`src/rtl/acc_stream_loader.sv`:
```
// -----------------------------------------------------------------------------
// acc_stream_loader
//
// Streaming front/back end for the 3x3 matrix-multiply accelerator.
// Operand bytes arrive on a valid/ready stream (all of A, then all of B, in
// row-major order). They are held on the parallel mat_A/mat_B buses that drive
// the multiplier. After MUL_LAT cycles the 9 products on mat_C are captured,
// then streamed out one element per valid/ready handshake.
//
// Ports
//   clk        rising-edge clock
//   rst        asynchronous reset, active high
//   clear      synchronous abort back to LOAD_A; mat_A/mat_B are kept
//   in_valid   operand byte valid
//   in_ready   loader accepts an operand byte (LOAD_A / LOAD_B only)
//   in_data    operand byte
//   mat_A      operand A to the multiplier, element i = row i/3, col i%3
//   mat_B      operand B to the multiplier
//   mat_C      product from the multiplier
//   out_valid  result element valid (DRAIN only)
//   out_ready  consumer accepts the result element
//   out_data   result element, held stable while stalled
//   busy       high in every state except LOAD_A with idx == 0
// -----------------------------------------------------------------------------
module acc_stream_loader #(
    parameter int DAT_SIZE = 8,
    parameter int RES_SIZE = 16,
    parameter int N_ELEM   = 9,
    parameter int MUL_LAT  = 2
) (
    input  logic                               clk,
    input  logic                               rst,
    input  logic                               clear,
    input  logic                               in_valid,
    output logic                               in_ready,
    input  logic [DAT_SIZE-1:0]                in_data,
    output logic [N_ELEM-1:0][DAT_SIZE-1:0]    mat_A,
    output logic [N_ELEM-1:0][DAT_SIZE-1:0]    mat_B,
    input  logic [N_ELEM-1:0][RES_SIZE-1:0]    mat_C,
    output logic                               out_valid,
    input  logic                               out_ready,
    output logic [RES_SIZE-1:0]                out_data,
    output logic                               busy
);

    localparam int IDX_W  = $clog2(N_ELEM);
    localparam int WCNT_W = (MUL_LAT > 0) ? $clog2(MUL_LAT + 1) : 1;

    localparam logic [IDX_W-1:0]  IDX_LAST  = IDX_W'(N_ELEM - 1);
    localparam logic [WCNT_W-1:0] WCNT_LAST = WCNT_W'(MUL_LAT);

    typedef enum logic [1:0] {
        S_LOAD_A,
        S_LOAD_B,
        S_WAIT,
        S_DRAIN
    } state_e;

    state_e                             state_q,     state_d;
    logic [IDX_W-1:0]                   idx_q,       idx_d;
    logic [WCNT_W-1:0]                  wait_cnt_q,  wait_cnt_d;
    logic [N_ELEM-1:0][DAT_SIZE-1:0]    mat_a_q,     mat_a_d;
    logic [N_ELEM-1:0][DAT_SIZE-1:0]    mat_b_q,     mat_b_d;
    logic [N_ELEM-1:0][RES_SIZE-1:0]    result_q,    result_d;
    logic                               out_valid_q, out_valid_d;
    logic [RES_SIZE-1:0]                out_data_q,  out_data_d;

    logic in_xfer;
    logic out_xfer;

    // in_ready depends on state only, so there is no combinational
    // path from in_valid back to in_ready.
    assign in_ready  = (state_q == S_LOAD_A) || (state_q == S_LOAD_B);
    assign in_xfer   = in_ready && in_valid;
    assign out_xfer  = out_valid_q && out_ready;

    assign busy      = !((state_q == S_LOAD_A) && (idx_q == '0));
    assign mat_A     = mat_a_q;
    assign mat_B     = mat_b_q;
    assign out_valid = out_valid_q;
    assign out_data  = out_data_q;

    // -------------------------------------------------------------------------
    // Next-state logic
    // -------------------------------------------------------------------------
    always_comb begin
        // NOTE: every *_d starts at its current value, so no path through the
        // case below can leave a signal unassigned and infer a latch.
        state_d     = state_q;
        idx_d       = idx_q;
        wait_cnt_d  = wait_cnt_q;
        mat_a_d     = mat_a_q;
        mat_b_d     = mat_b_q;
        result_d    = result_q;
        out_valid_d = out_valid_q;
        out_data_d  = out_data_q;

        if (clear) begin
            // Abort wins over any handshake in the same cycle; the operand
            // buses keep their last contents.
            state_d     = S_LOAD_A;
            idx_d       = '0;
            wait_cnt_d  = '0;
            out_valid_d = 1'b0;
            out_data_d  = '0;
        end else begin
            unique case (state_q)
                S_LOAD_A: begin
                    if (in_xfer) begin
                        mat_a_d[idx_q] = in_data;
                        if (idx_q == IDX_LAST) begin
                            state_d = S_LOAD_B;
                            idx_d   = '0;
                        end else begin
                            idx_d = idx_q + IDX_W'(1);
                        end
                    end
                end

                S_LOAD_B: begin
                    if (in_xfer) begin
                        mat_b_d[idx_q] = in_data;
                        if (idx_q == IDX_LAST) begin
                            state_d    = S_WAIT;
                            idx_d      = '0;
                            wait_cnt_d = '0;
                        end else begin
                            idx_d = idx_q + IDX_W'(1);
                        end
                    end
                end

                S_WAIT: begin
                    // Capture happens on the edge where the counter already
                    // equals MUL_LAT, i.e. MUL_LAT+1 edges after the last B byte.
                    if (wait_cnt_q == WCNT_LAST) begin
                        result_d    = mat_C;
                        out_data_d  = mat_C[0];
                        out_valid_d = 1'b1;
                        idx_d       = '0;
                        state_d     = S_DRAIN;
                    end else begin
                        wait_cnt_d = wait_cnt_q + WCNT_W'(1);
                    end
                end

                S_DRAIN: begin
                    if (out_xfer) begin
                        if (idx_q == IDX_LAST) begin
                            state_d     = S_LOAD_A;
                            idx_d       = '0;
                            out_valid_d = 1'b0;
                            out_data_d  = '0;
                        end else begin
                            // Preload the next element so out_data stays a
                            // plain register output.
                            idx_d      = idx_q + IDX_W'(1);
                            out_data_d = result_q[idx_q + IDX_W'(1)];
                        end
                    end
                end

                default: begin
                    state_d = S_LOAD_A;
                    idx_d   = '0;
                end
            endcase
        end
    end

    // -------------------------------------------------------------------------
    // State registers
    // -------------------------------------------------------------------------
    // NOTE: all sequential state uses non-blocking assignments so every
    // register samples the pre-edge value of every other register.
    always_ff @(posedge clk or posedge rst) begin
        if (rst) begin
            state_q     <= S_LOAD_A;
            idx_q       <= '0;
            wait_cnt_q  <= '0;
            // NOTE: the operand and result arrays are reset as well, because
            // the multiplier-facing buses must read zero straight out of reset.
            mat_a_q     <= '0;
            mat_b_q     <= '0;
            result_q    <= '0;
            out_valid_q <= 1'b0;
            out_data_q  <= '0;
        end else begin
            state_q     <= state_d;
            idx_q       <= idx_d;
            wait_cnt_q  <= wait_cnt_d;
            mat_a_q     <= mat_a_d;
            mat_b_q     <= mat_b_d;
            result_q    <= result_d;
            out_valid_q <= out_valid_d;
            out_data_q  <= out_data_d;
        end
    end

endmodule
```
`config.mk`:
```
export PLATFORM = sky130hd
export DESIGN_NAME = acc_stream_loader
export DESIGN_NICKNAME = d
export VERILOG_FILES = /design/src/rtl/acc_stream_loader.sv
export SDC_FILE = /design/constraint.sdc
export NUM_CORES = 1
export LEC_CHECK = 0
export CAP_MARGIN = 25
export CORE_ASPECT_RATIO = 1.4
export CORE_MARGIN = 3
export CORE_UTILIZATION = 36
export CTS_CLUSTER_DIAMETER = 30
export DETAILED_ROUTE_END_ITERATION = 8
export PLACE_DENSITY_LB_ADDON = 0.12
export SLEW_MARGIN = 5
export SYNTH_ARGS = -nofsm -noshare
export SYNTH_HDL_FRONTEND = slang
export SYNTH_SLANG_ARGS = --single-unit
```
`constraint.sdc`:
```
create_clock -name clk -period 17 [get_ports clk]
set_clock_uncertainty 0.05 [all_clocks]
set_input_delay 2.55 -clock clk [delete_from_list [all_inputs] [get_ports clk]]
set_output_delay 2.55 -clock clk [all_outputs]
set_load 0.01 [all_outputs]
```
Yosys cells after proc, flatten, opt, wreduce, memory -nomap -nowiden
Index checks and enable logic that the tools add are counted.

Add/subtract/negate cells: 2. Multiply operators: 0. Div/mod/pow operators: 0. Magnitude comparators: 3. Equality and inequality tests: 14. Shift-type cells: 0. Multiplexer cells: 35. Bitwise logic cells: 1. Reductions and logical operators: 19.

Operators with widths (number): 72-bit bitwise mux (2); 16-bit 2-to-1 mux (5); 16-bit binary-select mux with 4-bit select (1); 8-bit demux with 4-bit select (1); 16-bit case mux with 2 select lines (1); 2-bit 2-to-1 mux (11); 4-bit 2-to-1 mux (5); 3-bit != test, second input constant (6); 3-bit AND reduction (5); 4-bit case mux with 3 select lines (1); 4-bit by 5-bit < comparator with 1-bit output, second input constant (2); 8-bit 2-to-1 mux (1); 2-bit case mux with 4 select lines (1); 4-bit AND reduction (2); 7-bit AND reduction (1); 2-bit == test, second input constant (3); 3-bit by 2-bit != test with 1-bit output, second input constant (2); 3-bit nonzero test (2); 4-bit by 1-bit adder with 4-bit output, second input constant (1); 4-bit == test, second input constant (1); 4-bit by 1-bit >= comparator with 1-bit output, second input constant (1); 1-bit logical AND (4); 4-bit zero test (1); 1-bit 2-to-1 mux (4); 10 further kinds (10).

Register bits after elaboration: 313. Latch bits: 0. RAM bits: 0. Bits in read-only memories: 0. Input bits: 157. Output and inout port bits: 163. Logic and storage cells: 106. Memories kept: 0.

Longest topological paths before layout
Gate-level depths: netlist of run 1.

Depth in word-level cells: 7. Depth in mapped cells: 10. Depth with buffers taken out: 7.

Worst setup path before layout of run 1
Ideal clock, no wire load.

Path type: input port to flip-flop. Start point: input clear. End point: register result_q[100] (netlist name). Setup time: 0.125 ns. Arrival time: 3.798 ns. Path slack: 13.027 ns. Stages: 6. Buffers on the path: 4. Cells stage by stage: buf_2 nand3b_1 clkbuf_1 buf_2 buf_4 mux2_2.

Word-level cells in the longest chain between the ends: 2.

Ends and longest elaborated chain: from (decl) (RTL line 33) `input logic clear,`; 1-bit NOT (no line); 3-bit AND reduction (no line); to (signal assigned) (RTL line 194) `result_q <= result_d;`; to (decl) (RTL line 64) `logic [N_ELEM-1:0][RES_SIZE-1:0] result_q, result_d;`.

No other way between the ends. A chain may end at the register's enable or synchronous reset.

Worst setup path after layout of run 1
Start point: register idx_q[0]. End point: output busy.

Word-level cells in the longest chain between the ends: 3.

Ends and longest elaborated chain: from (decl) (RTL line 60) `logic [IDX_W-1:0] idx_q, idx_d;`; from (signal assigned) (RTL line 190) `idx_q <= idx_d;`; 4-bit zero test (RTL line 77) `assign busy = !((state_q == S_LOAD_A) && (idx_q == '0));`; 1-bit logical AND (RTL line 77); 1-bit zero test (RTL line 77); to (decl) (RTL line 43) `output logic busy`.

No other way between the ends.

==> results of run 1 <==
==> through the flow <==
stage / cells / total power (W) / setup slack, ns / utilization (%)
6_report: 1819 / 0.002489 / 11.57 / 53.09
5_1_grt: 1818 / 0.002590 / 11.31 / 53.08
4_1_cts: 1816 / 0.002526 / 11.49 / 52.93
3_5_place_dp: 1704 / 0.001218 / 10.87 / 46.75
3_3_place_gp: 1703 / 0.001213 / 10.87 / 46.71
2_1_floorplan: 967 / 0.0009924 / 5.742 / -
==> placed cells by master (no fill, tap or decap), drive strengths merged, types with 8 or more instances in the layout <==
| cell type | instances |
|---|---|
| mux4 | 8 |
| nand3 | 53 |
| clkbuf | 79 |
| a222oi | 16 |
| o31ai | 11 |
| nand2 | 120 |
| a21oi | 8 |
| mux2 | 288 |
| ha | 9 |
| nor2 | 13 |
| bufinv | 13 |
| dfrtp | 313 |
| and3 | 12 |
| clkinv | 11 |
| o21ai | 11 |
| inv | 12 |
| buf | 13 |
| clkdlybuf4s50 | 319 |
==> power groups by stage <==
stage / sequential, W / clock (W) / combinational [W]
3_3_place_gp: 0.000852 / 0 / 0.000361
4_1_cts: 0.000843 / 0.00132 / 0.000364
2_1_floorplan: 0.000878 / 0 / 0.000115
3_5_place_dp: 0.000855 / 0 / 0.000363
5_1_grt: 0.000851 / 0.00136 / 0.000383
6_report: 0.000842 / 0.00129 / 0.000357
==> registers in the layout (all words and copies together), names as in the netlist <==
name and cells:
wait_cnt_q 2, mat_A 72, idx_q 4, mat_B 72
out_valid 1, out_data 16, result_q 144, state_q 2
==> worst paths after layout <==
path | start | endpoint | slack [ns] | depth (start not counted)
worst max-delay path | idx_q[0] | busy | 11.57 | 4
max in group asynchronous | rst | result_q[68] | 13.03 | 3
worst max register to register | idx_q[0] | out_data[14] | 13.37 | 7
worst min register to register | result_q[50] | result_q[50] | 0.43 | 1
min in group asynchronous | rst | mat_B[27] | 2.49 | 2
worst min-delay path | result_q[50] | result_q[50] | 0.43 | 1
==> cells in the mapped netlist (2+ instances only) <==
cell type	number
buf_6	2
nand2_2	3
mux2_1	120
dfrtp_1	313
nand4b_1	3
mux2i_1	5
nand2_1	117
a21oi_1	8
nor2_1	13
clkbuf_1	17
ha_1	9
nand3b_1	2
nor3_4	2
o31ai_1	11
and4_1	2
mux4_2	8
and2_1	2
buf_4	7
o21ai_0	6
inv_1	7
mux2_2	168
nor4_1	2
o21ai_1	5
and3_1	12
a21o_1	3
a211oi_1	2
a222oi_1	16
buf_1	2
buf_2	27
nand3_1	53
==> final cells by class <==
type	instances	area, sq um	area share, %
Sequential cell	313	7833	40.85
Tap cell	462	578.1	3.015
Inverter	7	33.78	0.1762
Multi-Input combinational cell	592	5155	26.89
Timing Repair Buffer	332	3338	17.41
Antenna cell	1	2.502	0.01305
Clock buffer	79	1694	8.836
Clock inverter	33	538.0	2.806
==> worst max-delay path, stage by stage, from the launching register on <==
cell             delay, ns
dfrtp_1               0.97
inv_1                 0.24
ha_1                  0.37
nand3_1               0.11
clkdlybuf4s50_1       0.57
==> logic make-up (layout without fill, tap and decap cells) <==
logic type      after synthesis  count (layout)
xor+xnor                      3               3
buf+inv                      62             451
other cells                   0               1
compound gates               54              54
flops                       313             313
simple gates                225             225
fa+ha+maj                     9               9
mux                         301             301
==> metal layers <==
layer / share of wire [%] / vias to the layer above / routed length [um]
li1: - / 4162 / -
met1: 37 / 4692 / 14490
met2: 52 / 315 / 20460
met3: 7.1 / 80 / 2776
met4: 3.2 / 6 / 1261
met5: 0.11 / - / 44
==> results.yml, run 1 <==
synth:
  syn_inst: 967
  yosys.area_share.simple_pct: 8.255
  synthAdderAreaFrac_pct: 0.8491
  seq_area_frac_synth_pct: 59.06
  synth_top_area_share_pct: 59.06
  synth_compound_area_share_pct: 3.019
  synth.area.mux_share_pct: 26.19
  syn_avg_cell_area_sq_um: 13.72
  yosys-top-cells-area: "dfrtp_1 59%, mux2_2 14%, mux2_1 10%, nand2_1 3.3%, nand3_1 2.0%"
  synth-seq-cells: 313
  yosys.cell_types.count: 50
  synth_area_sq_mm: 0.01326
  synth_top_family_by_area: "multiplexers"
  synth_edf_count: 0
  syn_nets: 1133
  async_flop_share_pct: 100.0
  yosysTopAreaCell: "dfrtp_1"
  ys.flop_type: "dfrtp_1"
  ys_warn_count: 0
  yosys.area_share.xor_xnor_pct: 0.3113
sta:
  final-setup-viol-count: 0
  timing.final.crit_share_pct: 31.95
  period_needed_ns: 5.432
  rsz0062_at_grt: "no"
  hold_slack_ns: 0.4328
  tightest_slew_ns: 0.9761
  setup_tns_ns: 0
  slew_violations: 0
  slew_headroom_pct: 34.72
  hold_violations: 0
  fmax_mhz: 184.1
power_and_ir_drop:
  pwr-share-seq_pct: 33.8
  cellLeakagePower_nw: 8.976
  internal_power_w: 0.001898
  powerDensity_mw_per_mm2: 129.8
  max-vdd-ir-drop_mv: 0.08891
  p_switching_w: 0.0005916
  p_clk_share_pct: 51.8
  power.share.switching_pct: 23.76
  p_comb_share_pct: 14.3
layout:
  nNetsFinal: 1472
  syn_to_final_growth_pct: 44.56
  drive_above_1_share_pct: 22.64
  fillers: 3100
  fin_area_sq_mm: 0.01917
clock_tree:
  cts_setup_buffers: 0
  cts_sinks: 313
  cts-root-buf: "clkbuf_16"
  ctsResizeCount: 0
  postCtsHoldBufs: 0
  tritoncts: "done"
  clock_latency_ns: 0.58
  numCtsBuffers: 60
  clk_path_buf_depth: 3
  path_clk_slew_ns: 0.05
  htreeDepth: 2
global_route:
  grt_use_total_pct: 19.47
  grt_max_degree: 111
  grtUsageMet3_pct: 5.248
  met1_usage_pct: 21.90
  grt_most_used_layer: "met2"
  grt_first_pass_wirelength_um: 58530
  use_met2_pct: 35.21
  overflow: 0
  antenna_found_initial: 5
  grt_pass1_vias: 9675
routing:
  wire_per_inst_um: 21.46
  wirelength_um: 39030
  drc: 0
  ant_nets: 0
  dr.pass1.iters: 5
  drt-initial-drc-count: 477
  viasPerCell: 5.088
  vias: 9255
setup_path:
  crit_type: "reg -> out"
  crit_path_start_kind: "flip-flop"
  cp_max_fo: 16
  required_ns: 14.40
  crit_arrival_ns: 2.83
  worstSetupEndpointType: "output pin"
floorplan:
  core-area_sq_mm: 0.03611
  rows: 82
  io_pins: 320
  initial_utilization_pct: 36.72
  fp.dieW_um: 168.2
  die_height_um: 233.1
  dieArea_sq_mm: 0.03921
placed_design:
  gp_congestion: 0.7730
  dpl_cell_area_sq_mm: 0.01688
  dp_hpwl_um: 27010
  port_buffers: 319
outcome:
  status: "finished, final reports clean"
flow_run:
  cap_violations: 0
hold_path:
  hold_class: "reg -> reg"
(Power assumes the default switching activity.)
==> inputs of run 2 (changes only) <==
clock period = 5 ns   (was 17 ns; I/O delays follow)
==> results.yml, run 2 (same netlist as run 1, synthesis figures left out) <==
outcome:
  status: "finished, final reports clean"
global_route:
  grt_most_used_layer: "met2"
  grt_max_degree: 163
  grt_pass1_vias: 9808
  met1_usage_pct: 22.39
  antenna_found_initial: 7
  overflow: 0
  use_met2_pct: 35.16
  grtUsageMet3_pct: 5.773
  grt_first_pass_wirelength_um: 59090
  grt_use_total_pct: 19.66
clock_tree:
  numCtsBuffers: 57
  cts_sinks: 313
  postCtsHoldBufs: 0
  cts_setup_buffers: 0
  ctsResizeCount: 0
  htreeDepth: 2
  path_clk_slew_ns: 0.05
  tritoncts: "done"
  cts-root-buf: "clkbuf_16"
  clk_path_buf_depth: 3
  clock_latency_ns: 0.58
power_and_ir_drop:
  p_switching_w: 0.001978
  cellLeakagePower_nw: 8.816
  p_comb_share_pct: 15.0
  pwr-share-seq_pct: 36.3
  max-vdd-ir-drop_mv: 0.3260
  p_clk_share_pct: 48.7
  internal_power_w: 0.005906
  powerDensity_mw_per_mm2: 418.1
  power.share.switching_pct: 25.09
setup_path:
  crit_path_start_kind: "flip-flop"
  worstSetupEndpointType: "output pin"
  cp_max_fo: 16
  crit_type: "reg -> out"
  crit_arrival_ns: 2.71
  required_ns: 4.20
  rrSetupSlack_ns: 1.64
floorplan:
  fp.dieW_um: 168.2
  dieArea_sq_mm: 0.03921
  io_pins: 320
  core-area_sq_mm: 0.03611
  initial_utilization_pct: 36.72
  rows: 82
  die_height_um: 233.1
routing:
  ant_nets: 0
  dr.pass1.iters: 6
  wirelength_um: 38850
  drc: 0
  drt-initial-drc-count: 543
  wire_per_inst_um: 21.47
  viasPerCell: 5.050
  vias: 9135
layout:
  syn_to_final_growth_pct: 42.20
  largest_reg_flops: 144
  mostFrequentLayoutCells: "319 x clkdlybuf4s50_1, 313 x dfrtp_1, 168 x mux2_2, 120 x mux2_1, 117 x nand2_1"
  regMostFlops: "result_q"
  layout_commonest_cell: "clkdlybuf4s50_1"
  drive_above_1_share_pct: 22.26
  nNetsFinal: 1466
  fillers: 3164
placed_design:
  dp_hpwl_um: 27430
  gp_congestion: 0.8097
  port_buffers: 319
sta:
  rsz0062_at_grt: "no"
  fmax_mhz: 284.7
  tightest_slew_ns: 1.036
  slew_headroom_pct: 30.73
  hold_slack_ns: 0.4297
  final-setup-viol-count: 0
  setup_tns_ns: 0
  period_needed_ns: 3.513
  timing.final.crit_share_pct: 70.25
  slew_violations: 0
  hold_violations: 0
flow_run:
  cap_violations: 0
hold_path:
  hold_class: "reg -> reg"
-- run 2: cell count changes in the layout (fill, tap and decap cells not counted), moves of 3 or more --
cell | before | now
bufinv_16 | 13 | 6
clkbuf_1 | 8 | 3
buf_4 | 10 | 6
clkbuf_16 | 61 | 57
clkbuf_8 | 10 | 6
buf_12 | 0 | 3
diode_2 | 1 | 4
inv_6 | 5 | 8
-- run 2: worst paths after layout --
check	endpoint	cells past startpoint	startpoint
min reg2reg	result_q[49]	1	result_q[49]
max in group asynchronous	result_q[82]	3	rst
max reg2reg	out_data[4]	7	idx_q[0]
max	busy	4	idx_q[0]
min	result_q[49]	1	result_q[49]
min in group asynchronous	mat_A[68]	3	rst
-- run 2: metrics by stage --
stage          instance area (sq um)  cells  util [%]  setup WS (ns)  power (W)
6_report                       18860   1809     52.22          1.487   0.007884
3_3_place_gp                   16890   1701     46.76          1.373   0.004092
4_1_cts                        18840   1804     52.16          1.377   0.008004
5_1_grt                        18850   1806     52.20          1.256   0.008220
3_5_place_dp                   16890   1702     46.78          1.549   0.004115
2_1_floorplan                  13270    967         -        0.03111   0.003375
-- run 2: power groups by stage --
| stage | logic, W | registers, W | clock network (W) |
|---|---|---|---|
| after floorplan | 0.000391 | 0.00298 | 0 |
| after CTS | 0.00121 | 0.00287 | 0.00393 |
| after global placement | 0.00119 | 0.00290 | 0 |
| after detailed placement | 0.00121 | 0.00291 | 0 |
| final | 0.00118 | 0.00286 | 0.00384 |
| after global routing | 0.00128 | 0.00289 | 0.00405 |
-- run 2: final cells by class --
class	count	area, sq um	share of cell area [%]
Antenna cell	4	10.01	0.05308
Clock buffer	66	1520	8.061
Clock inverter	36	424.2	2.249
Inverter	7	30.03	0.1592
Multi-Input combinational cell	592	5155	27.33
Sequential cell	313	7833	41.53
Tap cell	462	578.1	3.065
Timing Repair Buffer	329	3309	17.55
-- run 2: worst max-delay path, cell delays in order (launching register included) --
cell and delay (ns):
dfrtp_1 0.85, inv_1 0.23, ha_1 0.36, nand3_1 0.11, clkdlybuf4s50_1 0.61
-- run 2: routing by layer --
metal / share of wire [%] / vias up
met5: 0.028 / -
met4: 2.8 / 2
met3: 7.2 / 59
met2: 52 / 310
met1: 38 / 4618
li1: - / 4146
==> inputs of run 3 (changes only) <==
clock period = 3.2 ns   (was 5 ns; I/O delays follow)
==> results.yml, run 3 (same netlist as run 1, synthesis figures left out) <==
layout:
  drive_above_1_share_pct: 22.68
  final_cells: 1824
  syn_to_final_growth_pct: 44.17
  fin_area_sq_mm: 0.01912
  layout_commonest_cell: "clkdlybuf4s50_1"
  largest_reg_flops: 144
  mostFrequentLayoutCells: "319 x clkdlybuf4s50_1, 313 x dfrtp_1, 168 x mux2_2, 120 x mux2_1, 117 x nand2_1"
  regMostFlops: "result_q"
  fillers: 3145
  nNetsFinal: 1477
  finalCoreUtilization_pct: 52.94
clock_tree:
  ctsResizeCount: 0
  clk_path_buf_depth: 3
  clock_latency_ns: 0.58
  cts_sinks: 313
  cts_setup_buffers: 0
  numCtsBuffers: 59
  postCtsHoldBufs: 0
  cts-root-buf: "clkbuf_16"
  tritoncts: "done"
  path_clk_slew_ns: 0.05
  htreeDepth: 2
hold_path:
  hold_class: "in -> async"
routing:
  ant_nets: 0
  drc: 0
  wire_per_inst_um: 21.22
  viasPerCell: 5.006
  drt-initial-drc-count: 416
  vias: 9131
  wirelength_um: 38710
  dr.pass1.iters: 6
global_route:
  grt_pass1_vias: 9650
  grt_use_total_pct: 19.52
  grt_first_pass_wirelength_um: 58890
  overflow: 0
  grt_max_degree: 96
  antenna_found_initial: 5
floorplan:
  io_pins: 320
  dieArea_sq_mm: 0.03921
  initial_utilization_pct: 36.72
  rows: 82
  fp.dieW_um: 168.2
  core-area_sq_mm: 0.03611
  die_height_um: 233.1
setup_path:
  cp_cell_sequence: "inv_1 > ha_1 > nor2_1 > inv_1 > clkdlybuf4s50_1"
  worstSetupEndpointType: "output pin"
  slowest_delay_ns: 0.56
  required_ns: 2.67
  rrSetupSlack_ns: 0.71
  crit_arrival_ns: 2.15
  crit_type: "reg -> out"
  crit_path_start_kind: "flip-flop"
  crit_top_cell: "inv_1"
  slowest_stage: "clkdlybuf4s50_1"
  cp_max_fo: 8
power_and_ir_drop:
  max-vdd-ir-drop_mv: 0.5148
  cellLeakagePower_nw: 8.945
  powerDensity_mw_per_mm2: 667.0
sta:
  final-setup-viol-count: 0
  slew_headroom_pct: 36.39
  hold_violations: 0
  timing.final.crit_share_pct: 83.87
  hold_slack_ns: 0.2038
  setup_ws_ns: 0.5162
  slew_violations: 0
  tightest_slew_ns: 0.9511
  period_needed_ns: 2.684
  rsz0062_at_grt: "no"
  fmax_mhz: 372.6
flow_run:
  cap_violations: 0
placed_design:
  post-place-cells: 1712
  gp_congestion: 0.7720
  dpl_cell_area_sq_mm: 0.01703
  place_ws_ns: 0.4060
  dp_hpwl_um: 27120
  port_buffers: 319
outcome:
  status: "finished, final reports clean"
run 3: worst max-delay path, delay by kind of cell (launching register included):
kind	cells	cell delay, ns
adder cells (fa/ha/maj)	1	0.32
buffers and inverters	3	0.77
flip-flops	1	0.40
AND/OR/NAND/NOR	1	0.11
run 3: worst paths after layout:
path / startpoint / depth (start not counted) / to
setup / recovery: state_q[1] / 5 / in_ready
hold / removal: rst / 2 / wait_cnt_q[1]
setup reg to reg: idx_q[2] / 5 / out_data[15]
hold reg to reg: wait_cnt_q[1] / 1 / wait_cnt_q[1]
max in group asynchronous: rst / 3 / result_q[28]
min in group clk: wait_cnt_q[1] / 1 / wait_cnt_q[1]
run 3: power breakdown:
part,switching [W],internal (W)
Sequential,0.000181,0.00429
Combinational,0.000857,0.00105
Clock,0.00203,0.00434
Total,0.00307,0.00968
run 3: layer usage:
metal  GRT usage [%]  routed length, um  vias to the layer above  part of all wire [%]
li1                -                  -                     4172                     -
met1           22.69              15150                     4623                    39
met2           35.82              20550                      287                    53
met3           4.791               2361                       45                   6.1
met4           5.295                620                        4                   1.6
met5               0                 32                        -                 0.083
run 3: cell type report:
cell class | count | area [sq um] | share of cell area (%)
repair buffers | 338 | 3436 | 17.97
well taps | 462 | 578.1 | 3.023
flip-flops and latches | 313 | 7833 | 40.96
inverters | 7 | 30.03 | 0.1570
diodes | 4 | 10.01 | 0.05235
multi-input cells | 592 | 5155 | 26.96
clock buffers | 78 | 1659 | 8.677
clock inverters | 30 | 420.4 | 2.199
run 3: stage by stage:
step	TNS [ns]	total power, W
after floorplan	-469.15	0.005273
after global placement	0	0.006454
after detailed placement	0	0.006480
after CTS	0	0.01295
after global routing	0	0.01327
final	0	0.01275
